--- config.mk ---
export PLATFORM = sky130hd
export DESIGN_NAME = pipefetch_fifo
export DESIGN_NICKNAME = d
export VERILOG_FILES = /design/src/rtl/pipefetch_fifo.sv
export SDC_FILE = /design/constraint.sdc
export NUM_CORES = 1
export LEC_CHECK = 0
export ABC_AREA = 1
export CAP_MARGIN = 20
export CORE_MARGIN = 5
export CORE_UTILIZATION = 55
export CTS_BUF_LIST = sky130_fd_sc_hd__clkbuf_4 sky130_fd_sc_hd__clkbuf_8
export DETAILED_ROUTE_END_ITERATION = 7
export PLACE_DENSITY = 0.89
export SLEW_MARGIN = 30
export SYNTH_ARGS = -nofsm -noshare
export SYNTH_HDL_FRONTEND = slang
export SYNTH_SLANG_ARGS = --single-unit
export TNS_END_PERCENT = 20
--- constraint.sdc ---
create_clock -name i_clk -period 3.47 [get_ports i_clk]
set_input_delay 0.8675 -clock i_clk [delete_from_list [all_inputs] [get_ports i_clk]]
set_output_delay 0.8675 -clock i_clk [all_outputs]
set_load 0.05 [all_outputs]
--- src/rtl/pipefetch_fifo.sv ---
// Pipelined Wishbone instruction prefetch with an in-order instruction FIFO.
// Up to DEPTH word reads may be in flight. Bus slots are reserved by counting
// buffered entries plus outstanding requests, so the FIFO can never overflow.
//
// Handshakes:
//   decode side : an entry moves to decode on a cycle where o_valid && i_stalled_n.
//                 o_valid never depends on i_stalled_n.
//   bus side    : a request is taken on a cycle where o_wb_stb && !i_wb_stall.
//                 o_wb_stb/o_wb_addr are held while the slave stalls.
//                 Each taken request is answered by exactly one ack or err while o_wb_cyc is high.
module pipefetch_fifo #(
  parameter int AW      = 30,
  parameter int DW      = 32,
  parameter int LGDEPTH = 2
) (
  input  logic          i_clk,
  input  logic          i_rst_n,
  input  logic          i_new_pc,
  input  logic [AW-1:0] i_pc,
  input  logic          i_stalled_n,
  output logic          o_valid,
  output logic [DW-1:0] o_insn,
  output logic [AW-1:0] o_pc,
  output logic          o_illegal,
  output logic          o_wb_cyc,
  output logic          o_wb_stb,
  output logic          o_wb_we,
  output logic [AW-1:0] o_wb_addr,
  output logic [DW-1:0] o_wb_data,
  input  logic          i_wb_ack,
  input  logic          i_wb_stall,
  input  logic          i_wb_err,
  input  logic [DW-1:0] i_wb_data
);

  localparam int DEPTH = 1 << LGDEPTH;
  localparam int CW    = LGDEPTH + 1;
  localparam logic [CW-1:0] DEPTH_C = CW'(DEPTH);

  typedef enum logic [1:0] {
    HALTED  = 2'd0,
    RUN     = 2'd1,
    ERRWAIT = 2'd2
  } state_t;

  state_t             state_q, state_d;
  logic               cyc_q, cyc_d;
  logic               stb_q, stb_d;
  logic [AW-1:0]      addr_q, addr_d;
  logic [AW-1:0]      pc_q, pc_d;
  logic [CW-1:0]      outst_q, outst_d;
  logic [CW-1:0]      fill_q, fill_d;
  logic [CW-1:0]      space_d;
  logic [LGDEPTH-1:0] wr_ptr_q, wr_ptr_d;
  logic [LGDEPTH-1:0] rd_ptr_q, rd_ptr_d;
  // Each entry is {illegal, instruction}.
  logic [DW:0]        mem_q [DEPTH];
  logic [DW:0]        mem_d [DEPTH];

  logic               accept;
  logic               ack_ok;
  logic               err_ok;
  logic               consume;
  logic               wr_en;
  logic [DW:0]        wr_entry;
  logic [DW:0]        head;

  // Qualify bus and decode events; responses only count while a cycle is open and fetching.
  always_comb begin
    accept  = stb_q && !i_wb_stall && (state_q == RUN);
    err_ok  = cyc_q && i_wb_err && (state_q == RUN);
    ack_ok  = cyc_q && i_wb_ack && !i_wb_err && (state_q == RUN) && (outst_q != '0);
    consume = (fill_q != '0) && i_stalled_n;
  end

  // Next-state, counters, pointers and bus control; a branch overrides everything else.
  always_comb begin
    state_d  = state_q;
    cyc_d    = cyc_q;
    stb_d    = stb_q;
    addr_d   = addr_q;
    pc_d     = pc_q;
    outst_d  = outst_q;
    fill_d   = fill_q;
    wr_ptr_d = wr_ptr_q;
    rd_ptr_d = rd_ptr_q;
    space_d  = '0;
    wr_en    = 1'b0;
    wr_entry = '0;
    if (i_new_pc) begin
      state_d  = RUN;
      cyc_d    = 1'b0;
      stb_d    = 1'b0;
      addr_d   = i_pc;
      pc_d     = i_pc;
      outst_d  = '0;
      fill_d   = '0;
      wr_ptr_d = '0;
      rd_ptr_d = '0;
    end else begin
      if (err_ok) begin
        wr_en    = 1'b1;
        wr_entry = {1'b1, {DW{1'b0}}};
      end else if (ack_ok) begin
        wr_en    = 1'b1;
        wr_entry = {1'b0, i_wb_data};
      end
      if (wr_en) begin
        wr_ptr_d = wr_ptr_q + LGDEPTH'(1);
      end
      if (consume) begin
        rd_ptr_d = rd_ptr_q + LGDEPTH'(1);
        pc_d     = pc_q + AW'(1);
      end
      fill_d = fill_q + CW'(wr_en) - CW'(consume);
      if (err_ok) begin
        // The error entry used the slot its request reserved; abandon the rest.
        state_d = ERRWAIT;
        outst_d = '0;
        cyc_d   = 1'b0;
        stb_d   = 1'b0;
      end else if (state_q == RUN) begin
        if (accept) begin
          addr_d = addr_q + AW'(1);
        end
        outst_d = outst_q + CW'(accept) - CW'(ack_ok);
        space_d = DEPTH_C - fill_d - outst_d;
        stb_d   = (space_d != '0);
        cyc_d   = stb_d || (outst_d != '0);
      end else begin
        cyc_d = 1'b0;
        stb_d = 1'b0;
      end
    end
  end

  // FIFO storage write port.
  always_comb begin
    mem_d = mem_q;
    if (wr_en) begin
      mem_d[wr_ptr_q] = wr_entry;
    end
  end

  // State registers with asynchronous active-low reset.
  always_ff @(posedge i_clk or negedge i_rst_n) begin
    if (!i_rst_n) begin
      state_q  <= HALTED;
      cyc_q    <= 1'b0;
      stb_q    <= 1'b0;
      addr_q   <= '0;
      pc_q     <= '0;
      outst_q  <= '0;
      fill_q   <= '0;
      wr_ptr_q <= '0;
      rd_ptr_q <= '0;
      for (int i = 0; i < DEPTH; i++) begin
        mem_q[i] <= '0;
      end
    end else begin
      state_q  <= state_d;
      cyc_q    <= cyc_d;
      stb_q    <= stb_d;
      addr_q   <= addr_d;
      pc_q     <= pc_d;
      outst_q  <= outst_d;
      fill_q   <= fill_d;
      wr_ptr_q <= wr_ptr_d;
      rd_ptr_q <= rd_ptr_d;
      mem_q    <= mem_d;
    end
  end

  // First-word-fall-through head; payload is forced to zero while empty.
  always_comb begin
    head      = mem_q[rd_ptr_q];
    o_valid   = (fill_q != '0);
    o_insn    = o_valid ? head[DW-1:0] : '0;
    o_illegal = o_valid && head[DW];
  end

  assign o_pc      = pc_q;
  assign o_wb_cyc  = cyc_q;
  assign o_wb_stb  = stb_q;
  assign o_wb_addr = addr_q;
  assign o_wb_we   = 1'b0;
  assign o_wb_data = '0;

endmodule

Word-level counts from Yosys, hierarchy flattened
Index checks and enable logic that the tools add are counted.
- flip-flop bits (word level): 206
- input bits: 69
- output and inout port bits: 129
- word-level logic and storage cells: 91
- add/sub/neg operators: 10
- order comparisons: 3
- equal/unequal tests: 2
- multiplexer cells: 36
- bitwise logic cells: 2
- reduce and logical (&&, ||, !) cells: 25
- operator list (cell ; count):
    30-bit two-way mux ; 6
    33-bit two-way mux ; 5
    132-bit bitwise mux ; 1
    33-bit binary-select mux with 2-bit select ; 1
    33-bit demux with 2-bit select ; 1
    32-bit two-way mux ; 2
    30-bit by 1-bit adder with 30-bit output, second input constant ; 2
    3-bit nonzero test ; 5
    2-bit two-way mux ; 6
    3-bit two-way mux ; 4
    1-bit logical AND ; 11
    1-bit two-way mux ; 10
    2-bit nonzero test ; 5
    3-bit by 1-bit adder with 3-bit output ; 2
    3-bit >= comparator, second input constant ; 2
    2-bit NOT with 3-bit output ; 2
    3-bit by 1-bit subtractor with 3-bit output ; 2
    2-bit by 1-bit adder with 2-bit output, second input constant ; 2
    3-bit by 1-bit less-than comparator with 1-bit output, second input constant ; 1
    3-bit AND reduction ; 1
    3-bit subtractor ; 1
    3-bit subtractor, first input constant ; 1
    2-bit by 1-bit == test with 1-bit output, second input constant ; 1
    1-bit logical NOT ; 2
    other kinds (2) ; 2

Logic depth before layout (Yosys ltp)
Gate-level depths: netlist of the first run.
- word-level depth: 16
- mapped depth: 23
- mapped depth without buffers: 22

Least setup slack after synthesis of the first run
OpenSTA, ideal clock, no wires.
- kind: input -> register
- start point: input port i_wb_err
- end point: register cyc_q, in the netlist o_wb_cyc
- setup time: 124 ps
- arrival time: 3310 ps
- required time: 3346 ps
- path slack: 37 ps
- stages: 19
- cells stage by stage: inv_1 nand4_4 inv_1 buf_2 ha_1 inv_1 ha_1 inv_1 fa_1 inv_1 ha_1 inv_1 ha_1 xnor2_1 nand3_1 nand2_1 nand2_1 nand2_1 nand2_1
- word-level cells in the longest chain between the ends: 16
- ends and longest elaborated chain (element ; RTL line ; source):
    start: declaration ; 32 ; input logic i_wb_err,
    1-bit logical NOT ; 72 ; ack_ok = cyc_q && i_wb_ack && !i_wb_err && (state_q == RUN) && (outst_q != '0);
    1-bit logical AND (3 in series) ; 72 ;
    1-bit two-way mux ; 104 ; end else if (ack_ok) begin
    1-bit two-way mux ; 101 ; if (err_ok) begin
    1-bit two-way mux ; 90 ; if (i_new_pc) begin
    3-bit by 1-bit adder with 3-bit output ; 115 ; fill_d = fill_q + CW'(wr_en) - CW'(consume);
    3-bit by 1-bit subtractor with 3-bit output ; 115 ;
    3-bit subtractor (2 in series) ; 127 ; space_d = DEPTH_C - fill_d - outst_d;
    3-bit nonzero test ; 128 ; stb_d = (space_d != '0);
    1-bit logical OR ; 129 ; cyc_d = stb_d || (outst_d != '0);
    1-bit two-way mux ; 122 ; end else if (state_q == RUN) begin
    1-bit two-way mux * ; 116 ; if (err_ok) begin
    1-bit two-way mux * ; 90 ;
    net cyc_d ; 47 ; logic cyc_q, cyc_d;
    end signal: assignment ; 162 ; cyc_q <= cyc_d;
    end: declaration ; 47 ;
Mark *: on every way through the listed nets, which the timed path passes. The rest lies on a longest branch. The select of a mux whose other input is x is not followed.
A chain may end at the register's enable or synchronous reset.

Worst setup path after layout of the first run
- start point: input port i_wb_ack
- end point: register cyc_q, in the netlist o_wb_cyc
- word-level cells in the longest chain between the ends: 16
- ends and longest elaborated chain (element ; RTL line ; source):
    start: declaration ; 30 ; input logic i_wb_ack,
    1-bit logical AND * (4 in series) ; 72 ;
    1-bit two-way mux ; 104 ;
    1-bit two-way mux ; 101 ;
    1-bit two-way mux ; 90 ;
    3-bit by 1-bit adder with 3-bit output ; 115 ;
    3-bit by 1-bit subtractor with 3-bit output ; 115 ;
    3-bit subtractor (2 in series) ; 127 ;
    3-bit nonzero test ; 128 ;
    1-bit logical OR * ; 129 ;
    1-bit two-way mux * ; 122 ;
    1-bit two-way mux * ; 116 ;
    1-bit two-way mux * ; 90 ;
    net cyc_d ; 47 ;
Marks and branches as above.

==> flow_results.org, run 1 <==
** Run status
- Outcome :: completed

** Layout
- Cells fill a little under 70% of the core in the end.
- Area overhead of the layout relative to synthesis :: 23.5%
- The multi-input combinational cells in the finished layout cover a total of 5500 um^2.
- Diode count :: 0
- Excluding fillers, the count of instances in the completed layout stands at 2031.
- The post-route netlist has 9.79% of its cells at a drive strength greater than 1.
- For this run, the post-layout net count is 1819.
- Area used by sequential logic in the layout :: 5160 um^2
- After filler insertion, the fill cell instance count of the layout stands at 1633.

** STA
- Headroom to the max-slew limit came out at 43.2%.
- Transition time at the pin with the least slew margin :: 0.852 ns
- Post-route fraction of the period consumed by the critical path :: 97.5%
- Setup TNS :: 0 ns
- The final count of pins violating max slew is 0.
- The number of hold violations in the final report is 0.
- Setup violations remaining at the end of the flow were counted as 0.
- Across the routed clock network, the largest skew measured is ~0.017 ns.
- Minimum clock period after layout :: 3.38 ns
- Static timing analysis puts the maximum clock frequency at 296 MHz.

** Die
- The floorplan step defined a die boundary enclosing 24100 um^2.
- The die is 155 um wide.
- Die Y :: around 160 um
- Num rows :: 53
- For this configuration, the core starts out at a cell density of 55.7%.
- The floorplan step defined a core boundary enclosing 20900 um^2.
- In this run the count of I/O pins placed on the die edge is 198.

** Logic synthesis
- Main flop type after synthesis :: dfrtp_1
- For this run, the register share of the synthesized area comes to between 40% and 50%.
- Area contributors post-synth :: dfrtp_1 44%, nand2_1 14%, nor2_1 8.5%
- Average cell area after synthesis :: 7.34 um^2
- Yosys instantiated no cell more often than nand2_1.
- In the synthesized netlist, mux cells make up 0% of the area.
- The netlist uses 40 different library cells.
- Leading cell types by count after synthesis :: 425 x nand2_1, 263 x nor2_1, 206 x dfrtp_1
- Yosys mapped a number of flops with a built-in enable equal to 0.
- The synthesized netlist devotes 1.64% of its cell area to adder and majority cells.
- The synthesized design contains 206 register bits.
- The top cell type by area accounts for 44.3% of the synthesized area.
- After synthesis, the largest family of logic cells by area is simple AND/OR/NAND/NOR gates.
- Yosys printed 0 warnings.
- Counting flops with an async set or reset pin after synthesis yields a share of between 90% and 100%.
- The synthesized netlist devotes 15.3% of its cell area to compound gates.
- The synthesized netlist devotes 28.3% of its cell area to simple gates.
- Xor/xnor share of the synthesized area :: 1.05%
- Of all cell types, the one taking the most synthesized area is dfrtp_1.
- Synthesis produced between 1500 and 2000 cells.
- Netlist area before placement :: 11600 um^2

** CTS
- Hold Buf Count CTS :: 0
- CTS placed an instance of clkbuf_8 at the clock tree root.
- Clock transition at the register clock pins on the worst setup and hold paths after CTS :: 0.06 ns
- Clock tree from TritonCTS :: done
- CTS saw about 210 sinks.
- The later pin in the worst-skew pair is clocked with a latency of 0.53 ns.
- Counting along the longest clock path gives a buffer depth of 3.
- Clock tree synthesis inserted a total of 36 buffers.
- Deepest level of the CTS H-tree :: 2

** Power
- Static leakage :: 6.42 nW
- Power density over the cells :: 663 nW/um^2
- The design draws 0.00952 W.
- IR Drop Worst-Case VDD :: between 500 and 600 uV

** Place
- Post-placement cell count :: 1972
- The congestion estimate from routability-driven global placement came to slightly below 1.
- Count of input and output buffers :: 164
- Detailed placement ended at an HPWL of approximately 23000 um.

** Global route
- The first global-routing pass estimated 54800 um of wire.
- Entering global routing, the biggest net connects roughly 100 pins.
- The via count of the first global-routing pass is 11100.
- The initial antenna violation count was 1.
- All-Layer GR Usage :: 27.6%
- The total overflow left after global routing is 0.

** Detailed routing
- The first detailed-routing pass ran for 6 iterations.
- DR vias :: around 12000
- Vias/cell :: 5.69
- Initial DRC count :: 1098
- Once detail routing completed, the nets flagged for antenna violations numbered 0.
- In the routed design, unresolved DRC markers number 0.
- Average detailed-routed wire length per instance :: 16.9 um
- Total routed wirelength :: 34400 um

** Setup path
- Startpoint-to-endpoint class of the critical path :: input pin to register
- Of all nets on the critical path, the largest fanout is 3.
- CP Data Arrival Time :: 3.77 ns
- Category of the worst setup path capture point :: register
- Worst Path Required :: 3.86 ns
- Startpoint type of the worst setup path :: input pin

** Flow run
- Max-cap violations in this run came to 0.

** Worst hold path
- The tightest min-delay check is of the input pin to async pin type.
area by class of cell:
cell class	count	share of cell area, %
flip-flops and latches	206	35.9
multi-input cells	1202	38.3
well taps	275	2.40
inverters	94	2.46
clock buffers	52	4.72
repair buffers	196	15.7
clock inverters	6	0.471
critical path, cell delays in order:
cell             delay [ns]
clkdlybuf4s50_1        0.52
nand4_4                0.12
inv_2                  0.08
ha_1                   0.23
inv_1                  0.07
ha_1                   0.13
inv_1                  0.05
fa_1                   0.53
inv_1                  0.07
ha_1                   0.27
inv_1                  0.04
ha_1                   0.20
xnor2_1                0.14
inv_1                  0.07
nand3_1                0.09
nand2_1                0.08
nand2_1                0.05
nand2_1                0.08
nand2_1                0.08
flip-flops by register name, summed over array words and instances (netlist names):
| signal | flops |
|---|---|
| o_pc | 30 |
| o_wb_stb | 1 |
| o_wb_addr | 30 |
| outst_q | 3 |
| o_wb_cyc | 1 |
| mem_q | 132 |
| wr_ptr_q | 2 |
| rd_ptr_q | 2 |
| fill_q | 3 |
| state_q | 2 |
per-stage QoR:
stage                     cell area, um^2  hold slack [ns]  setup slack, ns
after CTS                           14400            0.461           0.0806
after global routing                14400            0.493         -0.00650
final                               14400            0.428           0.0881
after global placement              13600            0.460           -0.297
after detailed placement            13600            0.464           -0.460
after floorplan                     11700            0.450           0.0368
cells in the final DEF, fill, tap and decap left out, drive strengths merged, types with 9 or more instances in the layout:
| master | count |
|---|---|
| a21oi | 69 |
| buf | 67 |
| clkbuf | 53 |
| clkdlybuf4s50 | 127 |
| conb | 33 |
| dfrtp | 206 |
| ha | 12 |
| inv | 95 |
| nand2 | 435 |
| nand3 | 80 |
| nand3b | 13 |
| nand4 | 9 |
| nor2 | 267 |
| o21ai | 241 |
| xor2 | 12 |
routing by layer:
layer / wire, um / GRT usage [%] / share of wire (%) / vias up
met5: 0 / 0 / 0 / -
met4: 1570 / 13.1 / 4.5 / 0
met3: 3760 / 6.18 / 11 / 110
met2: 16200 / 44.9 / 47 / 695
met1: 12900 / 35.1 / 37 / 5391
li1: - / - / - / 5355
where the power goes:
| group | internal (W) | switching, W | leakage (nW) |
|---|---|---|---|
| combinational | 0.00141 | 0.00275 | 3.29 |
| clock | 0.00133 | 0.000988 | 0.391 |
| sequential | 0.00264 | 0.000406 | 2.74 |
timing repair:
| item | in CTS | in global routing |
|---|---|---|
| gates resized for setup | 0 | 2 |
| buffers inserted | 0 | 1 |
| setup endpoints to repair | 0 | 2 |
worst paths after layout:
| check | start | to | slack, ns | cells past startpoint |
|---|---|---|---|---|
| worst max-delay path | i_wb_ack | o_wb_cyc | 0.09 | 19 |
| worst min-delay path | i_rst_n | mem_q[9] | 0.43 | 1 |
| worst max register to register | outst_q[1] | o_wb_cyc | 0.23 | 20 |
| worst min register to register | mem_q[92] | mem_q[92] | 0.48 | 2 |
| max in group asynchronous | i_rst_n | o_wb_addr[4] | 2.18 | 2 |
| min in group i_clk | mem_q[92] | mem_q[92] | 0.48 | 2 |
cells by family (layout without fill, tap and decap cells):
kind of cell | count (synthesis) | in the layout
AO/OA/AOI/OAI | 330 | 330
XOR/XNOR | 14 | 14
adder cells (fa/ha/maj) | 14 | 14
buffers and inverters | 208 | 348
flip-flops | 206 | 206
other | 1 | 33
AND/OR/NAND/NOR | 811 | 811
(Power assumes the default switching activity.)
==> run 2, diff against run 1 <==
- CORE_MARGIN: 5 -> default
==> run 2 against run 1 <==
Compared with the run above:
- clock skew about the same
- highest routed layer is now met5
- critical path type unchanged
- via count is 0.25% lower
- count of clock-buffer cells in the layout is 1 higher
- largest power group unchanged
- worst hold slack got worse by 0.10 ns
- sequential share of layout area is 0.053 points higher
- critical path depth stayed put
- total power is 0.12% higher
- non-clock buffer count stayed put
==> flow_results.org, run 2 (synthesis gave the netlist of run 1 again) <==
** Detailed routing
- In the final routed layout, each cell accounts on average for 16.5 um.
- Vias/cell :: between 5 and 6
- Total routed wirelength :: 33500 um
- Number of design rule violations left after detail routing :: 0
- The detailed router finished its first iteration with around 1200 violations.
- Before antenna repair, the detailed router went through 6 iterations.
- In this run the remaining antenna-violating nets after routing total 0.
- The detailed router placed 11500 vias in this run.

** Layout
- Highest-count cells in the layout ignoring fill and taps :: 425 x nand2_1, 263 x nor2_1, 205 x dfrtp_1
- Cells with a size suffix above 1 make up 10.1% of the layout.
- The repair_antennas step left the layout with diodes totalling 0.
- Area used by sequential logic in the layout :: 5160 um^2
- In the final design database the tool counted 1819 nets.
- Area of combinational cells with multiple inputs :: between 5000 and 6000 um^2
- Register ranked first by flip-flop count :: mem_q
- Most common cell after layout, fill and taps aside :: nand2_1
- Area overhead of the layout relative to synthesis :: 23.3%
- The filler cells instantiated in the layout total 1604.
- The register with the most flip-flops in the layout has roughly 130 of them.

** STA
- Minimum clock period after layout :: between 3 and 4 ns
- For this run, the top clock speed supported by timing is 312 MHz.
- Pins Over Slew Limit :: 0
- The number of hold violations in the final report is 0.
- For the pin with the worst max-slew slack, the measured transition is 0.772 ns.
- Post-route fraction of the period consumed by the critical path :: between 90% and 100%
- In the final timing run, aggregate negative setup slack is 0 ns.
- Unrepaired setup endpoints after global routing :: false
- Across the routed clock network, the largest skew measured is about 0.018 ns.
- Setup violations remaining at the end of the flow were counted as 0.
- Measured against its own limit, the worst slew margin works out to 48.5%.
- Hold is met by 0.327 ns.

** CTS
- For this design, the sink count on the clock tree is 206.
- The tree is rooted in a clkbuf_8.
- CTS built an H-tree with a depth of 2.
- The longest clock path from root to sink contains 3 buffers.
- The number of clock buffers added by TritonCTS is 36.
- TritonCTS built the clock tree.
- Clock transition at the register clock pins on the worst setup and hold paths after CTS :: 0.06 ns
- Skew-Pair Late Insertion Delay :: ~0.54 ns

** Global route
- Entering global routing, the biggest net connects 67 pins.
- First-pass GRT wire length :: 54200 um
- Via count of the first global-routing pass :: ~11000
- All-Layer GR Usage :: 31.3%
- The initial antenna violation count came to 1.
- Global route overflow :: 0

** Power
- IR Drop Worst-Case VDD :: about 530 uV
- After layout, the design draws a total of 0.00954 W.
- In this run the power density over the cells is roughly 660 nW/um^2.
- In this run the static leakage power is around 6.4 nW.

** Die
- 198 I/O pins were placed.
- The floorplan has 52 rows.
- The initial utilization of the core area, before any placement, comes to approximately 57%.
- The die is 147 um wide.
- Die footprint :: around 22000 um^2
- The die is roughly 150 um tall.
- Area of the core region :: 20500 um^2

** Run status
- The run finished with clean final reports.

** Place
- Final HPWL DP :: ~23000 um
- Buffers placed on the I/O ports in this run total 164.
- Routability-driven placement finished with a final weighted congestion of roughly 0.95.

** Setup path
- STA puts the critical path data arrival time at 3.61 ns.
- Category of the worst setup path capture point :: register
- Along the worst path, the maximum fanout reaches 3.
- STA classifies the critical path startpoint as an input pin.
- STA puts the critical path data required time at 3.88 ns.
- Startpoint-to-endpoint class of the critical path :: input pin to register

** Flow run
- Total of max-cap violations :: 0

** Worst hold path
- The min-delay analysis places its worst path in the category input pin to async pin.
==> run 2: cell types whose count changed in the layout (fill, tap and decap cells not counted), sizes merged <==
cell	before	now
clkbuf	53	54
inv	95	96
clkinv	3	4
==> run 2: timing repair <==
item                       in CTS  in global routing
setup endpoints to repair       0                  2
setup buffers                   0                  2
hold buffers                    0                  0
gates resized for setup         0                  5
hold endpoints to repair        0                  0
==> run 2: metal layers <==
layer,GRT usage [%],up-vias,part of all wire (%)
met5,0,-,0.045
met4,14.2,2,4.1
met2,51.5,662,48
met1,39.5,5384,38
met3,6.76,103,10
li1,-,5371,-
==> run 2: metrics by stage <==
step | instance area (um^2) | cells | utilization [%] | setup WS [ns]
6_report | 14300 | 2029 | 70.0 | 0.270
5_1_grt | 14300 | 2029 | 70.0 | 0.0383
4_1_cts | 14300 | 2027 | 69.8 | 0.0710
3_5_place_dp | 13600 | 1966 | 66.2 | -0.470
3_3_place_gp | 13600 | 1966 | 66.2 | -0.301
2_1_floorplan | 11700 | 1616 | - | 0.0368
==> run 2: where the power goes <==
part           internal [W]  switching, W  leakage [nW]  total (W)
combinational       0.00143       0.00277          3.28    0.00421
clock               0.00131      0.000999         0.395    0.00231
sequential          0.00264      0.000379          2.74    0.00302
total               0.00538       0.00415          6.41    0.00954
==> run 2: critical path: stages <==
cell and delay [ns]:
clkdlybuf4s50_1 0.50, nand4_4 0.10, inv_2 0.07, ha_1 0.22, inv_1 0.05, ha_1 0.13
inv_1 0.05, fa_1 0.53, inv_1 0.06, ha_1 0.27, inv_1 0.04, ha_2 0.19
xnor2_2 0.15, inv_1 0.08, nand3_1 0.08, nand2_1 0.07, nand2_1 0.05, nand2_1 0.07
nand2_1 0.06
==> run 2: final cells by class <==
class	instances	area share [%]
clock buffer	53	4.65
inverter	94	2.46
sequential	206	36.0
clock inverter	8	0.550
multi-input combinational	1202	38.4
timing repair buffer	196	15.6
tap	270	2.36
==> run 2: path summary, 6_finish.rpt <==
path | from | to | slack, ns | cells after the start
setup / recovery | i_wb_ack | o_wb_cyc | 0.27 | 19
hold reg to reg | mem_q[97] | mem_q[97] | 0.48 | 2
min in group i_clk | mem_q[97] | mem_q[97] | 0.48 | 2
setup reg to reg | outst_q[1] | o_wb_cyc | 0.40 | 20
hold / removal | i_rst_n | mem_q[10] | 0.33 | 1
max in group asynchronous | i_rst_n | o_wb_addr[27] | 2.38 | 2
==> run 3, diff against run 2 <==
- CORE_UTILIZATION: 55 -> 27
- PLACE_DENSITY: 0.89 -> 0.53
- clock period: 3.47 -> 3.33 ns (I/O delays scaled with it)
==> run 3 against run 2 <==
Compared with the run above:
- cell area is 3.5% higher
- sequential share of layout area is 1.2 points lower
- utilization is 35 points lower
- wire length is 12% higher
- first-iteration DRC count is 32% lower
- combinational power is 5.0% higher
- count of clock-buffer cells in the layout is 10 higher
- worst hold slack worse by 0.043 ns
==> flow_results.org, run 3 (synthesis gave the netlist of run 1 again) <==
** Setup path
- Startpoint-to-endpoint class of the critical path :: input pin to register
- Critical Path Most Common Cell :: inv_1
- Highest-delay cell along the critical path :: fa_1
- Origin of the critical flop-to-flop path :: outst_q[1]
- Startpoint type of the worst setup path :: input pin
- CP Data Arrival Time :: 3.63 ns
- The cell family contributing the most delay on the critical path is adder cells.
- Critical path, cell by cell :: clkdlybuf4s50_1 -> inv_1 -> nand4_4 -> inv_2 -> ha_1 -> inv_1 -> ha_1 -> inv_1 -> fa_1 -> inv_1 -> ha_1 -> inv_1 -> ha_1 -> xnor2_1 -> nand3_1 -> nand2_1 -> nand2_1 -> nand2_1 -> nand2_1
- Delay of the slowest cell on the worst path :: about 0.51 ns
- Tracing the worst setup path back leads to its startpoint at i_wb_err.
- The worst setup path is captured at a register.
- Along the worst path, the maximum fanout reaches 3.
- Worst path buffer plus inverter count :: 7
- At the worst endpoint, the required time is 3.81 ns.

** Global route
- After global routing the overflow that remains totals 0.
- Across every metal layer, demand over resource in global routing totals 17.2%.
- The initial antenna violation count is 4.
- Pin count of the biggest net entering global routing :: 75
- First-pass GRT wire length :: 59500 um
- Via count of the first global-routing pass :: 10700

** STA
- Derived from the worst setup path, the maximum achievable clock frequency is 317 MHz.
- The number of hold violations in the final report was 0.
- Transition time at the pin with the least slew margin :: 0.778 ns
- Across the routed clock network, the largest skew measured is 0.0393 ns.
- Setup TNS :: 0 ns
- Worst relative slew slack :: 48.2%
- Pins Over Slew Limit :: 0
- Minimum clock period after layout :: 3.15 ns
- After layout, the worst setup slack is 0.179 ns.
- Across all hold checks on the routed design, the worst slack comes to 0.285 ns.
- Unrepaired setup endpoints after global routing :: false
- Setup violations remaining at the end of the flow were counted as 0.
- Post-route fraction of the period consumed by the critical path :: 94.6%

** Die
- After floorplanning, the core was sized to cover roughly 42000 um^2.
- Starting density of the core :: 27.5%
- Die Y :: 209 um
- Top-level port count :: roughly 200
- Die footprint :: 43900 um^2
- After floorplanning, the core was divided into 75 placement rows.
- Die Wd :: 209 um

** Detailed routing
- Total routed wirelength :: 37400 um
- For this block, the initial DRC count from the detailed router was around 850.
- Number of design rule violations left after detail routing :: 0
- In the final routed layout, each cell accounts on average for around 16 um.
- The detail route stage leaves a number of antenna-violating nets equal to 0.
- After detailed routing, the number of vias per cell comes to 4.74.
- The first detailed-routing pass took 5 iterations.
- DR vias :: 10900

** Place
- Before CTS, the worst setup slack after placement is -0.429 ns.
- Final HPWL DP :: 25100 um
- The count of buffers added on input and output ports is 164.
- Post-placement cell count :: 2234
- Routability-driven placement finished with a final weighted congestion of 0.867.

** CTS
- Largest buffer count on any clock path :: 3
- Clock transition at the register clock pins on the worst setup and hold paths after CTS :: about 0.05 ns
- The tree is rooted in a clkbuf_8.
- Clock sinks :: 206
- The clock reaches the later pin of the worst-skew pair after 0.60 ns.
- In this run, CTS created clock tree buffers numbering 41.
- The number of hold buffers added after CTS was 0.
- Buffers added to address setup during post-CTS repair amount to 0.
- After clock tree synthesis, the repair step resized 0 gates.
- Clock tree from TritonCTS :: done
- Deepest level of the CTS H-tree :: 2

** Layout
- Excluding fillers, the count of instances in the completed layout stands at 2308.
- The register with the most flip-flops in the layout has 132 of them.
- Register ranked first by flip-flop count :: mem_q
- For this run, the post-layout net count is 1821.
- Most common cell after layout, fill and taps aside :: nand2_1
- Of the cells placed in the final design, the portion with a size suffix greater than 1 is approximately 10%.
- Final core utilization :: 35.1%
- Relative to the synthesized area, the layout overhead comes to 27.7%.
- Highest-count cells in the layout ignoring fill and taps :: 425 x nand2_1, 263 x nor2_1, 205 x dfrtp_1

** Run status
- Outcome :: completed

** Power
- In this run the power density over the cells is 692 nW/um^2.
- Summed over all cells, the static leakage comes to 6.48 nW.
- IR analysis of the VDD net gives a maximum drop of 369 uV.

** Flow run
- The tool flagged a number of max-cap violations equal to 0.

** Worst hold path
- The worst hold path belongs to the class input pin to async pin.
==> run 3: cell types whose count changed in the layout (fill, tap and decap cells not counted), sizes merged, moves of 2 or more <==
cell / change
clkbuf: +10
buf: -4
diode: +3
clkdlybuf4s50: +2
clkinv: +2
==> run 3: where the power goes <==
| group | internal (W) | switching (W) |
|---|---|---|
| Sequential | 0.00275 | 0.000399 |
| Combinational | 0.00151 | 0.00291 |
| Clock | 0.00151 | 0.00120 |
==> run 3: worst paths after layout <==
check	to	slack, ns	depth (start not counted)
max	o_wb_cyc	0.18	19
min	mem_q[71]	0.28	1
max reg2reg	o_wb_cyc	0.26	19
min reg2reg	mem_q[0]	0.48	2
max in group asynchronous	state_q[0]	2.20	2
min in group i_clk	mem_q[0]	0.48	2
==> run 3: stage by stage <==
step                total power, W  area, um^2
CTS                         0.0104       14800
detailed placement         0.00762       14000
global placement           0.00760       14000
global route                0.0109       14800
floorplan                  0.00582       11700
finish                      0.0103       14800
==> run 3: metal layers <==
metal	GRT usage [%]	vias to the layer above	share of wire, %	routed length (um)
met5	0	-	0.035	13
met4	8.28	2	4.0	1510
met3	4.31	91	7.3	2710
met2	27.0	376	45	16700
met1	22.2	5082	44	16500
li1	-	5384	-	-
==> run 3: cell type report <==
cell class	instances	area (um^2)
antenna	3	7.51
fill	4490	27400
timing repair buffer	193	2300
tap	539	674
inverter	94	353
sequential	206	5160
multi-input combinational	1202	5510
clock buffer	63	786
clock inverter	8	58.8
==> run 3: worst reg2reg max path: stages, from the launching register on <==
cell	delay (ns)
dfrtp_1	0.41
inv_1	0.12
nand3_1	0.15
nand4_4	0.14
inv_2	0.05
ha_1	0.28
inv_1	0.05
ha_1	0.13
inv_1	0.04
fa_1	0.51
inv_1	0.07
ha_1	0.27
inv_1	0.04
ha_1	0.19
xnor2_1	0.18
nand3_1	0.11
nand2_1	0.06
nand2_1	0.05
nand2_1	0.07
nand2_1	0.06
